## src/rtl/fme_pkg.sv

```systemverilog
// Shared definitions for the 8x8 FME shift-register block: FSM states,
// block geometry and read-phase length.
package fme_pkg;

  typedef enum logic [2:0] {
    IDLE,
    REQ,
    WAIT,
    GAP,
    READ,
    DONE
  } fme_state_e;

  localparam int FME_ROWS        = 8;
  localparam int FME_COLS        = 8;
  localparam int FME_READ_CYCLES = 8;

  localparam int FME_ROW_W = $clog2(FME_ROWS);
  localparam int FME_RD_W  = $clog2(FME_READ_CYCLES);

endpackage

```

## src/rtl/sr_row_feeder.sv

```systemverilog
// Writer side of the 8x8 FME shift register: fetches 8 rows from reference
// memory, shifts them in, then runs the 8-cycle read phase and pulses done.
// Optional synchronous abort input is enabled with SR_ROW_FEEDER_ABORT_EN.
module sr_row_feeder
  import fme_pkg::*;
#(
  parameter int DATAWIDTH   = 8,
  parameter int ADDRWIDTH   = 16,
  parameter int LINE_STRIDE = 1
) (
  input  logic                          clock,
  input  logic                          reset,
  input  logic                          start,
  input  logic [ADDRWIDTH-1:0]          base_addr,
`ifdef SR_ROW_FEEDER_ABORT_EN
  input  logic                          abort,
`endif
  output logic                          busy,
  output logic                          done,
  output logic                          mem_req,
  output logic [ADDRWIDTH-1:0]          mem_addr,
  input  logic                          mem_valid,
  input  logic [FME_COLS*DATAWIDTH-1:0] mem_data,
  output logic [DATAWIDTH-1:0]          sr_in_0,
  output logic [DATAWIDTH-1:0]          sr_in_1,
  output logic [DATAWIDTH-1:0]          sr_in_2,
  output logic [DATAWIDTH-1:0]          sr_in_3,
  output logic [DATAWIDTH-1:0]          sr_in_4,
  output logic [DATAWIDTH-1:0]          sr_in_5,
  output logic [DATAWIDTH-1:0]          sr_in_6,
  output logic [DATAWIDTH-1:0]          sr_in_7,
  output logic                          sr_enable,
  output logic                          sr_enable_read
);

  localparam logic [FME_ROW_W-1:0] LAST_ROW = FME_ROW_W'(FME_ROWS - 1);
  localparam logic [FME_RD_W-1:0]  LAST_RD  = FME_RD_W'(FME_READ_CYCLES - 1);

  fme_state_e             r_state;
  logic [FME_ROW_W-1:0]   r_row_cnt;
  logic [FME_RD_W-1:0]    r_rd_cnt;
  logic [ADDRWIDTH-1:0]   r_base;
  logic [ADDRWIDTH-1:0]   r_mem_addr;
  logic                   r_busy;
  logic                   r_done;
  logic                   r_mem_req;
  logic                   r_sr_enable;
  logic                   r_sr_enable_read;
  logic [DATAWIDTH-1:0]   r_sr_in [FME_COLS];

  logic                   w_abort;
  logic [ADDRWIDTH-1:0]   w_next_row;
  logic [ADDRWIDTH-1:0]   w_next_addr;

`ifdef SR_ROW_FEEDER_ABORT_EN
  assign w_abort = abort && (r_state != IDLE);
`else
  assign w_abort = 1'b0;
`endif

  // Address of the following row; modulo 2^ADDRWIDTH so the window may wrap.
  assign w_next_row  = ADDRWIDTH'(r_row_cnt) + ADDRWIDTH'(1);
  assign w_next_addr = r_base + w_next_row * ADDRWIDTH'(LINE_STRIDE);

  // NOTE: every register here, including the pixel datapath, is cleared by
  // reset because sr_in_* are block outputs that must read 0 out of reset.
  always_ff @(posedge clock or posedge reset) begin
    if (reset) begin
      r_state          <= IDLE;
      r_row_cnt        <= '0;
      r_rd_cnt         <= '0;
      r_base           <= '0;
      r_mem_addr       <= '0;
      r_busy           <= 1'b0;
      r_done           <= 1'b0;
      r_mem_req        <= 1'b0;
      r_sr_enable      <= 1'b0;
      r_sr_enable_read <= 1'b0;
      for (int p = 0; p < FME_COLS; p++) begin
        r_sr_in[p] <= '0;
      end
    end else begin
      // NOTE: non-blocking assignments throughout; the defaults below make
      // done and sr_enable single-cycle pulses unless a state re-asserts them.
      r_done      <= 1'b0;
      r_sr_enable <= 1'b0;

      if (w_abort) begin
        r_state          <= IDLE;
        r_busy           <= 1'b0;
        r_mem_req        <= 1'b0;
        r_sr_enable_read <= 1'b0;
      end else begin
        case (r_state)
          IDLE: begin
            // A start coinciding with the done pulse belongs to the old job.
            if (start && !r_done) begin
              r_base     <= base_addr;
              r_mem_addr <= base_addr;
              r_row_cnt  <= '0;
              r_busy     <= 1'b1;
              r_mem_req  <= 1'b1;
              r_state    <= REQ;
            end
          end

          REQ: begin
            if (mem_valid) begin
              for (int p = 0; p < FME_COLS; p++) begin
                r_sr_in[p] <= mem_data[p*DATAWIDTH +: DATAWIDTH];
              end
              r_sr_enable <= 1'b1;
              r_mem_req   <= 1'b0;
              r_row_cnt   <= r_row_cnt + FME_ROW_W'(1);
              if (r_row_cnt == LAST_ROW) begin
                r_state <= GAP;
              end else begin
                r_mem_addr <= w_next_addr;
                r_state    <= WAIT;
              end
            end
          end

          WAIT: begin
            r_mem_req <= 1'b1;
            r_state   <= REQ;
          end

          GAP: begin
            r_rd_cnt         <= '0;
            r_sr_enable_read <= 1'b1;
            r_state          <= READ;
          end

          READ: begin
            if (r_rd_cnt == LAST_RD) begin
              r_sr_enable_read <= 1'b0;
              r_state          <= DONE;
            end else begin
              r_rd_cnt <= r_rd_cnt + FME_RD_W'(1);
            end
          end

          DONE: begin
            r_done  <= 1'b1;
            r_busy  <= 1'b0;
            r_state <= IDLE;
          end

          default: begin
            r_state <= IDLE;
          end
        endcase
      end
    end
  end

  assign busy           = r_busy;
  assign done           = r_done;
  assign mem_req        = r_mem_req;
  assign mem_addr       = r_mem_addr;
  assign sr_enable      = r_sr_enable;
  assign sr_enable_read = r_sr_enable_read;
  assign sr_in_0        = r_sr_in[0];
  assign sr_in_1        = r_sr_in[1];
  assign sr_in_2        = r_sr_in[2];
  assign sr_in_3        = r_sr_in[3];
  assign sr_in_4        = r_sr_in[4];
  assign sr_in_5        = r_sr_in[5];
  assign sr_in_6        = r_sr_in[6];
  assign sr_in_7        = r_sr_in[7];

endmodule

```

## config.mk

```make
export PLATFORM = sky130hd
export DESIGN_NAME = sr_row_feeder
export DESIGN_NICKNAME = d
export VERILOG_FILES = /design/src/rtl/fme_pkg.sv /design/src/rtl/sr_row_feeder.sv
export SDC_FILE = /design/constraint.sdc
export NUM_CORES = 1
export LEC_CHECK = 0
export BUFFER_PORTS_ARGS = -buffer_cell sky130_fd_sc_hd__buf_2
export CAP_MARGIN = 25
export CORE_MARGIN = 2
export CORE_UTILIZATION = 40
export CTS_BUF_LIST = sky130_fd_sc_hd__clkbuf_8 sky130_fd_sc_hd__clkbuf_16
export DETAILED_ROUTE_END_ITERATION = 8
export HOLD_SLACK_MARGIN = 0.08
export PLACE_DENSITY = 0.66
export SLEW_MARGIN = 0
export SYNTH_ARGS = -nofsm -noshare
export SYNTH_HDL_FRONTEND = slang
export SYNTH_SLANG_ARGS = --single-unit
```

## constraint.sdc

```tcl
create_clock -name clock -period 3.6 [get_ports clock]
set_input_delay 0.54 -clock clock [delete_from_list [all_inputs] [get_ports clock]]
set_output_delay 0.54 -clock clock [all_outputs]
set_load 0.1 [all_outputs]
```

# After elaboration in Yosys (flattened, before gate mapping)
# Index checks and enable logic that the tools add are counted.
# op_classes
n_addsub	4
muxes	23
reduce_logical	16
eq_ne	12
# ops
cell	n
16-bit two-way mux	3
16-bit case mux with 2 select lines	1
3-bit two-way mux	6
16-bit by 4-bit adder with 16-bit output	1
3-bit case mux with 5 select lines	1
3-bit equality test (second input constant)	4
3-bit case mux with 2 select lines	2
2-bit != test (second input constant)	5
2-bit AND reduction	5
3-bit AND reduction	3
1-bit two-way mux	7
3-bit by 1-bit adder with 3-bit output (second input constant)	2
3-bit by 2-bit equality test with 1-bit output (second input constant)	2
2-bit nonzero test	3
3-bit by 1-bit adder with 4-bit output (second input constant)	1
1-bit case mux with 2 select lines	2
4-bit AND reduction	1
3-bit by 1-bit equality test with 1-bit output (second input constant)	1
3-bit zero test	1
1-bit case mux with 3 select lines	1
3-bit nonzero test	1
1-bit logical AND	1
1-bit zero test	1
# totals
elab_cells	73
output_inout_bits	85
inputBits	84
reg_bits	110

# Longest topological paths before layout
# Gate-level depths: netlist of run 1.
# logic_depth
word_depth	5
depth_mapped	11
mapped_depth_nobuf	9

# Worst setup path after synthesis of run 1
# No wires, ideal clock.
# synth_path
path_type	reg-to-reg
startpoint	register r_done, in the netlist done
endpoint	register r_mem_addr[10], in the netlist mem_addr[10]
period_less_slack_ps	2137
setup_slack_ps	1463
path_buffers	2
path_stages_with_launch	8
required_ps	3467
setup_time_ps	133
arrival_ps	2004
cell_sequence	dfrtp_1 > nand2b_1 > or4_1 > and2_1 > buf_6 > buf_6 > nand2_1 > o211ai_1
# synth_via
elab_chain_len	4
# synth_lines
element	line	rtl
from (decl)	sr_row_feeder.sv:45	logic r_done;
from (signal assigned)	sr_row_feeder.sv:75	r_done <= 1'b0;
from (signal assigned)	sr_row_feeder.sv:85	r_done <= 1'b0;
from (signal assigned)	sr_row_feeder.sv:145	r_done <= 1'b1;
1-bit zero test	sr_row_feeder.sv:97	if (start && !r_done) begin
1-bit logical AND	sr_row_feeder.sv:97	
2-bit != test (no source line)	--	
4-bit AND reduction (no source line)	--	
to (signal assigned)	sr_row_feeder.sv:99	r_mem_addr <= base_addr;
to (signal assigned)	sr_row_feeder.sv:118	r_mem_addr <= w_next_addr;
to (decl)	sr_row_feeder.sv:43	logic [ADDRWIDTH-1:0] r_mem_addr;
# No other way between the ends.
# A chain may end at the register's enable or synchronous reset.

# Worst setup path after layout of run 1
# layout_path
startpoint	register r_state[2]
endpoint	register r_mem_addr[4], in the netlist mem_addr[4]
# layout_via
elab_chain_len	3
elab_cells_between_ends	8
classes_between	4 x eq/ne; 1 x mux; 3 x reduce/logical
# layout_lines
element	line	rtl
from (decl)	sr_row_feeder.sv:39	fme_state_e r_state;
from (signal assigned)	sr_row_feeder.sv:69	r_state <= IDLE;
from (signal assigned)	sr_row_feeder.sv:89	r_state <= IDLE;
from (signal assigned)	sr_row_feeder.sv:103	r_state <= REQ;
3-bit by 1-bit equality test with 1-bit output / 3-bit zero test (equally long branches)	sr_row_feeder.sv:94	case (r_state)
2-bit != test (no source line) / 2-bit nonzero test (equally long branches)	--	
4-bit AND reduction (no source line)	--	
# Several ways; a longest one is shown, not always the timed one.

==> PnR_summary.wiki, run 1 <==
{| class="wikitable"
! Metric !! Value
|-
| Result of the run || finished clean
|-
| Cell type group with the largest total delay on the critical path || simple AND/OR/NAND/NOR gates
|-
| Clock skew || 0.006602 ns
|-
| Reg2Reg Depth || 3
|-
| Number of CTS-inserted buffers || 9
|-
| Routed WL per cell || 13.66 um
|-
| Slowest-stage cell, CP || sky130_fd_sc_hd__or4_1
|-
| Clock transition at the registers of the reported paths || 0.07 ns
|-
| Core footprint || 11470 sq um
|-
| Worst slew margin || 0.2944
|-
| Floorplan die width || 112.6 um
|-
| Cell area after technology mapping || 4713 sq um
|-
| Cells after Synth || 530
|-
| Antenna Nets Post-Route || 0
|-
| Library cell occupying the most area in the post-synthesis netlist || sky130_fd_sc_hd__dfrtp_1
|-
| H-tree Lvls || 3
|-
| Reg-to-reg critical path endpoint || mem_addr[4]$_DFFE_PP0P_
|-
| Root Driver || sky130_fd_sc_hd__clkbuf_16
|-
| Pin count of the biggest net entering global routing || 69
|-
| Number of buffers on the longest clock path || 2
|-
| GRT Residual Overflow || 0
|-
| Buf+Inv Stages, Crit Path || 0
|-
| Worst endpoint data arrival time || 2.64 ns
|-
| Global-route wire length before repair || 19460 um
|-
| Worst setup path startpoint || r_state[2]$_DFFE_PP0P_
|-
| Via count of the first global-routing pass || 4102
|-
| DRC errors left || 0
|-
| Count of distinct cell types in the synthesized netlist || 41
|-
| Top-area cell type share of the netlist area || 0.5840
|-
| I/O pin cnt || 169
|-
| Commonest register cell after synthesis || sky130_fd_sc_hd__dfrtp_1
|-
| Number of setup violations in the final report || 0
|-
| Most instantiated library cell after synthesis || sky130_fd_sc_hd__nand2_1
|-
| Main combinational cell family by area after synthesis || simple AND/OR/NAND/NOR gates
|-
| Critical Path End || mem_addr[4]$_DFFE_PP0P_
|-
| Count of clock tree sinks || 110
|-
| Total of max-cap violations || 0
|-
| Estimated wirelength of the detail-placed design || 7998 um
|-
| CTS tree || yes
|-
| FF-to-FF setup slack || 1.21 ns
|-
| Sequential cell area || 2753 sq um
|-
| Multiplexer area fraction after synthesis || 0.002124
|-
| Net count of the mapped netlist || 622
|-
| Layout filler cell count || 1073
|-
| Critical path required time || 3.85 ns
|-
| GRT Util Overall || 0.1902
|-
| Synth async-reset ratio || 1.000
|-
| Yosys synthesis warning count || 0
|-
| Simple logic cell fraction of the synthesized area || 0.2721
|-
| Post-CTS Repair Setup Buffers || 0
|-
| Smallest hold slack || 0.2935 ns
|-
| Total routed wirelength || 11420 um
|-
| Transition time at the pin with the least slew margin || 1.050 ns
|-
| Initial core utilization || 0.4110
|-
| Number of endpoints with negative hold slack in the final report || 0
|-
| Drt initial violations || 183
|-
| Area growth from synthesis to layout || 26.31%
|-
| Final weighted congestion of routability-driven global placement || 0.8607
|-
| Number of nets in the final layout || 781
|-
| Instance area at placement || 5644 sq um
|-
| Sequential cell area fraction in the yosys report || 0.5840
|-
| Top cells by instance count after synthesis || 266 x sky130_fd_sc_hd__nand2_1, 110 x sky130_fd_sc_hd__dfrtp_1, 18 x sky130_fd_sc_hd__nor2_1
|-
| Average size of a mapped cell || 8.893 sq um
|-
| Die area || 12670 sq um
|-
| Sum of negative setup slack || 0 ns
|-
| Worst Setup End Kind || flop
|-
| Layout Cell Area excl Fill || 5953 sq um
|-
| Maximum operating frequency || 0.4181 GHz
|-
| R2r startpoint || r_state[2]$_DFFE_PP0P_
|-
| Worst min path class || in2async
|-
| Category of the most critical setup path || reg2reg
|-
| Height of the die || 112.6 um
|-
| Kind of launch point of the worst setup path || flop
|-
| Hold buffer count at CTS || 0
|-
| Top area cells in the synthesized netlist || sky130_fd_sc_hd__dfrtp_1 58%, sky130_fd_sc_hd__nand2_1 21%, sky130_fd_sc_hd__ha_1 1.9%
|-
| Crit-path max FO || 20
|-
| Number of placement rows || 39
|-
| RSZ-0062 raised after global routing || false
|-
| Clock latency on the worst-skew pair || 0.34 ns
|-
| Share of cells above drive strength 1 || 0.2828
|-
| Adder and majority gate portion of the synthesized area || 0.02283
|-
| Crit path setup slack, layout || 1.208 ns
|-
| Critical path depth || 3
|-
| EDFF count, synth || 0
|-
| Count of port buffers added during placement || 168
|-
| List of cells traversed by the critical path || or4_1 -> and2_1 -> o31ai_1
|-
| Place WS || 1.225 ns
|-
| Combined area of the multi-input logic cells || 1798 sq um
|-
| Final worst path period need || 2.392 ns
|-
| Synth Area in Compound Gates || 0.06026
|-
| Number of flip-flops and latches in the synthesized netlist || 110
|-
| Resize count post-CTS || 0
|-
| Initial antenna violation count || 0
|-
| Max Transition Viols Final || 0
|-
| Count of TritonRoute iterations in the first routing pass || 5
|-
| Number of vias in the routed layout || 4010
|-
| Ant diodes || 0
|-
| Xor/xnor cell area share of the yosys netlist || 0.02416
|-
| Per-cell via count in the routed design || 4.797
|-
| Crit share post-route || 0.6645
|-
| Stage delay of the slowest cell on the critical path || 0.94 ns
|}
## cell type report
cell class / count / area share
well taps: 143 / 0.03005
multi-input cells: 386 / 0.3020
flip-flops and latches: 110 / 0.4624
repair buffers: 173 / 0.1475
inverters: 9 / 0.006095
clock buffers: 12 / 0.04477
clock inverters: 3 / 0.007146
## placed cells by master (no fill, tap or decap), types with 2 or more instances in the layout
| cell | Yosys | routed |
|---|---|---|
| sky130_fd_sc_hd__nand2_1 | 266 | 266 |
| sky130_fd_sc_hd__buf_2 | 4 | 168 |
| sky130_fd_sc_hd__dfrtp_1 | 110 | 110 |
| sky130_fd_sc_hd__nor2_1 | 18 | 18 |
| sky130_fd_sc_hd__a21oi_1 | 14 | 14 |
| sky130_fd_sc_hd__o21ai_0 | 9 | 9 |
| sky130_fd_sc_hd__clkbuf_16 | 0 | 9 |
| sky130_fd_sc_hd__xnor2_1 | 8 | 8 |
| sky130_fd_sc_hd__o211ai_1 | 8 | 8 |
| sky130_fd_sc_hd__inv_1 | 8 | 7 |
| sky130_fd_sc_hd__nand3_1 | 7 | 7 |
| sky130_fd_sc_hd__ha_1 | 7 | 7 |
| sky130_fd_sc_hd__xor2_1 | 5 | 5 |
| sky130_fd_sc_hd__nor3_1 | 5 | 5 |
| sky130_fd_sc_hd__o21ai_1 | 5 | 5 |
| sky130_fd_sc_hd__buf_4 | 0 | 5 |
| sky130_fd_sc_hd__nand2b_1 | 4 | 4 |
| sky130_fd_sc_hd__a2111oi_0 | 3 | 3 |
| sky130_fd_sc_hd__clkbuf_8 | 0 | 3 |
| sky130_fd_sc_hd__nand2_2 | 2 | 2 |
| sky130_fd_sc_hd__nor4_1 | 2 | 2 |
| sky130_fd_sc_hd__nand4_1 | 2 | 2 |
| sky130_fd_sc_hd__and3_1 | 2 | 2 |
| sky130_fd_sc_hd__o22ai_1 | 2 | 2 |
| sky130_fd_sc_hd__a31oi_1 | 2 | 2 |
## through the flow
step,instances,utilization
floorplan,530,-
global placement,821,0.4922
detailed placement,821,0.4922
CTS,836,0.5191
global route,836,0.5191
finish,836,0.5191
## metal layers
metal / vias to the layer above / GRT usage / wire [um]
met4: 0 / 0.07642 / 223
met1: 1831 / 0.2443 / 4924
met3: 16 / 0.06317 / 1039
met5: - / 0 / 0
li1: 1999 / - / -
met2: 164 / 0.2982 / 5228
## logic make-up after synthesis
kind of cell | after synthesis
AND/OR/NAND/NOR | 317
flip-flops | 110
AO/OA/AOI/OAI | 47
buffers and inverters | 34
XOR/XNOR | 13
adder cells (fa/ha/maj) | 8
multiplexers | 1
## how the worst min path moves through the flow
stage,endpoint,slack [ns],depth (start not counted)
global placement,sr_in_5[2]$_DFFE_PP0P_,0.45,2
CTS,sr_in_2[7]$_DFFE_PP0P_,0.31,2
global route,sr_in_2[7]$_DFFE_PP0P_,0.35,2
detailed placement,sr_in_6[2]$_DFFE_PP0P_,0.46,2
floorplan,r_base[2]$_DFFE_PP0P_,0.45,2
finish,sr_in_2[7]$_DFFE_PP0P_,0.29,2
Power of run 1 is left out: the tool's default activity adds up to more than one toggle a clock period on the data nets, which glitch-free logic cannot reach.
==> inputs of run 2 (changes only) <==
==> constraint.sdc (replaced) <==
create_clock -name clock -period 2.05 [get_ports clock]
set_input_delay 0.3075 -clock clock [delete_from_list [all_inputs] [get_ports clock]]
set_output_delay 0.3075 -clock clock [all_outputs]
set_load 0.1 [all_outputs]
==> run 2 against run 1 <==
Cell area up 1.0%. Flip-flop and latch count unchanged. Register-to-register slack worse by 1.1 ns. Setup slack worse by 1.1 ns. Count of clock-buffer cells in the layout down 1. Die area unchanged. Critical path type unchanged. Largest cell class unchanged.
==> PnR_summary.wiki, run 2 (synthesized netlist as in run 1, its figures left out) <==
{| class="wikitable"
! Metric !! Value
|-
| Number of endpoints with negative hold slack in the final report || 0 (unchanged)
|-
| Antenna Nets Post-Route || 0 (unchanged)
|-
| Final weighted congestion of routability-driven global placement || 0.9221 (+7.1%)
|-
| Result of the run || finished clean
|-
| Met3 layer usage reported by global route || 0.05940 (-0.003780)
|-
| Worst Setup End Kind || flop
|-
| Layout filler cell count || 1049 (-2.2%)
|-
| Global routing usage on met2 || 0.2978 (-0.0003992)
|-
| CTS tree || yes
|-
| Number of nets in the final layout || 791 (+1.3%)
|-
| Number of vias in the routed layout || 4033 (+0.57%)
|-
| Count of clock tree sinks || 110 (unchanged)
|-
| Drt initial violations || 212 (+16%)
|-
| Global-route wire length before repair || 19510 um (+0.25%)
|-
| Height of the die || 112.6 um (unchanged)
|-
| Final worst path period need || 1.963 ns (-0.4287 ns)
|-
| Global-route met1 utilization || 0.2482 (+0.003962)
|-
| Via count of the first global-routing pass || 4083 (-0.46%)
|-
| Floorplan die width || 112.6 um (unchanged)
|-
| Total routed wirelength || 11540 um (+1.1%)
|-
| GRT Residual Overflow || 0 (unchanged)
|-
| Combined area of the multi-input logic cells || 1804 sq um (+0.35%)
|-
| Worst slew margin || 0.5291 (+0.2347)
|-
| Instance area at placement || 5734 sq um (+1.6%)
|-
| Number of buffers on the longest clock path || 2 (unchanged)
|-
| I/O pin cnt || 169 (unchanged)
|-
| Worst endpoint data arrival time || 2.19 ns (-0.45 ns)
|-
| Clock transition at the registers of the reported paths || 0.07 ns (about the same)
|-
| Crit-path max FO || 4 (-80%)
|-
| Worst min path class || in2async
|-
| Clock latency on the worst-skew pair || 0.34 ns (about the same)
|-
| Critical path required time || 2.27 ns (-1.58 ns)
|-
| Initial antenna violation count || 0 (unchanged)
|-
| Clock skew || 0.008664 ns (+0.002062 ns)
|-
| H-tree Lvls || 3 (unchanged)
|-
| RSZ-0062 raised after global routing || true
|-
| Kind of launch point of the worst setup path || flop
|-
| Number of setup violations in the final report || 0 (unchanged)
|-
| Total of max-cap violations || 0 (unchanged)
|-
| DRC errors left || 0 (unchanged)
|-
| Count of TritonRoute iterations in the first routing pass || 4 (-1)
|-
| Routed WL per cell || 13.66 um (about the same)
|-
| Area growth from synthesis to layout || 27.61%
|-
| Number of CTS-inserted buffers || 9 (unchanged)
|-
| Die area || 12670 sq um (unchanged)
|-
| Reg2Reg Depth || 10 (+7)
|-
| Max Transition Viols Final || 0 (unchanged)
|-
| Post-CTS Repair Setup Buffers || 0 (unchanged)
|-
| Layout Cell Area excl Fill || 6015 sq um (+1.0%)
|-
| FF-to-FF setup slack || 0.09 ns (-1.12 ns)
|-
| Estimated wirelength of the detail-placed design || 8296 um (+3.7%)
|-
| Maximum operating frequency || 0.5093 GHz (+22%)
|-
| GRT Util Overall || 0.1898 (-0.0004668)
|-
| Most common cell after layout, fill and taps aside || sky130_fd_sc_hd__nand2_1
|-
| Crit share post-route || 0.9577 (+0.2933)
|-
| Root Driver || sky130_fd_sc_hd__clkbuf_16
|-
| Share of cells above drive strength 1 || 0.2949 (+0.01204)
|-
| Ant diodes || 0 (unchanged)
|-
| Most used cells in the layout excluding fill and tap cells || 266 x sky130_fd_sc_hd__nand2_1, 168 x sky130_fd_sc_hd__buf_2, 109 x sky130_fd_sc_hd__dfrtp_1
|-
| Core footprint || 11470 sq um (unchanged)
|-
| Reg-to-reg critical path endpoint || mem_addr[6]$_DFFE_PP0P_
|-
| Category of the most critical setup path || reg2reg
|-
| Worst setup path startpoint || r_row_cnt[0]$_DFFE_PP0P_
|-
| Initial core utilization || 0.4110 (unchanged)
|-
| Sequential cell area || 2754 sq um (about the same)
|-
| Transition time at the pin with the least slew margin || 0.7064 ns (-0.3440 ns)
|-
| Per-cell via count in the routed design || 4.773 (-0.50%)
|-
| Most Crowded Layer GR || met2
|-
| R2r startpoint || r_row_cnt[0]$_DFFE_PP0P_
|-
| Critical Path End || mem_addr[6]$_DFFE_PP0P_
|-
| Count of port buffers added during placement || 168 (unchanged)
|-
| Pin count of the biggest net entering global routing || 83 (+20%)
|-
| Number of placement rows || 39 (unchanged)
|}
==> run 2: what timing repair did <==
action / 4_1_cts / 5_1_grt
setup endpoints to repair: 0 / 9
hold buffers: 0 / 0
gates resized for setup: 0 / 3
==> run 2: how the worst min path moves through the flow <==
stage | endpoint | slack (ns) | cells past startpoint
after floorplan | r_base[13]$_DFFE_PP0P_ | 0.41 | 2
after global placement | sr_in_3[2]$_DFFE_PP0P_ | 0.45 | 3
after detailed placement | mem_addr[0]$_DFFE_PP0P_ | 0.45 | 2
after CTS | sr_in_6[3]$_DFFE_PP0P_ | 0.09 | 3
after global routing | sr_in_3[5]$_DFFE_PP0P_ | 0.11 | 3
final | sr_in_6[3]$_DFFE_PP0P_ | 0.09 | 3
==> run 2: area by class of cell <==
class,count,share of cell area
clock buffers,11,0.04202
inverters,9,0.006241
flip-flops and latches,110,0.4579
repair buffers,183,0.1606
clock inverters,3,0.003537
well taps,143,0.02975
multi-input cells,386,0.3000
==> run 2: metal layers <==
| metal | part of all wire | routed length (um) |
|---|---|---|
| met1 | 0.44 | 5114 |
| met2 | 0.46 | 5271 |
| met3 | 0.082 | 951 |
| met4 | 0.018 | 205 |
| met5 | 0 | 0 |
==> run 2: metrics by stage <==
step | setup slack (ns) | utilization | TNS, ns | hold slack (ns) | instances
2_1_floorplan | 0.1168 | - | 0 | 0.4129 | 530
3_3_place_gp | 0.1220 | 0.5001 | 0 | 0.4521 | 831
3_5_place_dp | 0.03916 | 0.5001 | 0 | 0.4545 | 831
4_1_cts | 0.02112 | 0.5240 | 0 | 0.09337 | 845
5_1_grt | -0.06660 | 0.5245 | -0.1631 | 0.1072 | 845
6_report | 0.08668 | 0.5245 | 0 | 0.09078 | 845
==> run 2: critical path: stages, from the launching register on <==
cell	delay (ns)
sky130_fd_sc_hd__dfrtp_1	0.39
sky130_fd_sc_hd__inv_1	0.10
sky130_fd_sc_hd__ha_1	0.17
sky130_fd_sc_hd__inv_1	0.05
sky130_fd_sc_hd__fa_1	0.41
sky130_fd_sc_hd__a21oi_2	0.19
sky130_fd_sc_hd__buf_4	0.16
sky130_fd_sc_hd__nor2_1	0.05
sky130_fd_sc_hd__xor2_1	0.14
sky130_fd_sc_hd__nor2_1	0.10
sky130_fd_sc_hd__o21ai_1	0.09
Power of run 2 is left out for the same reason.
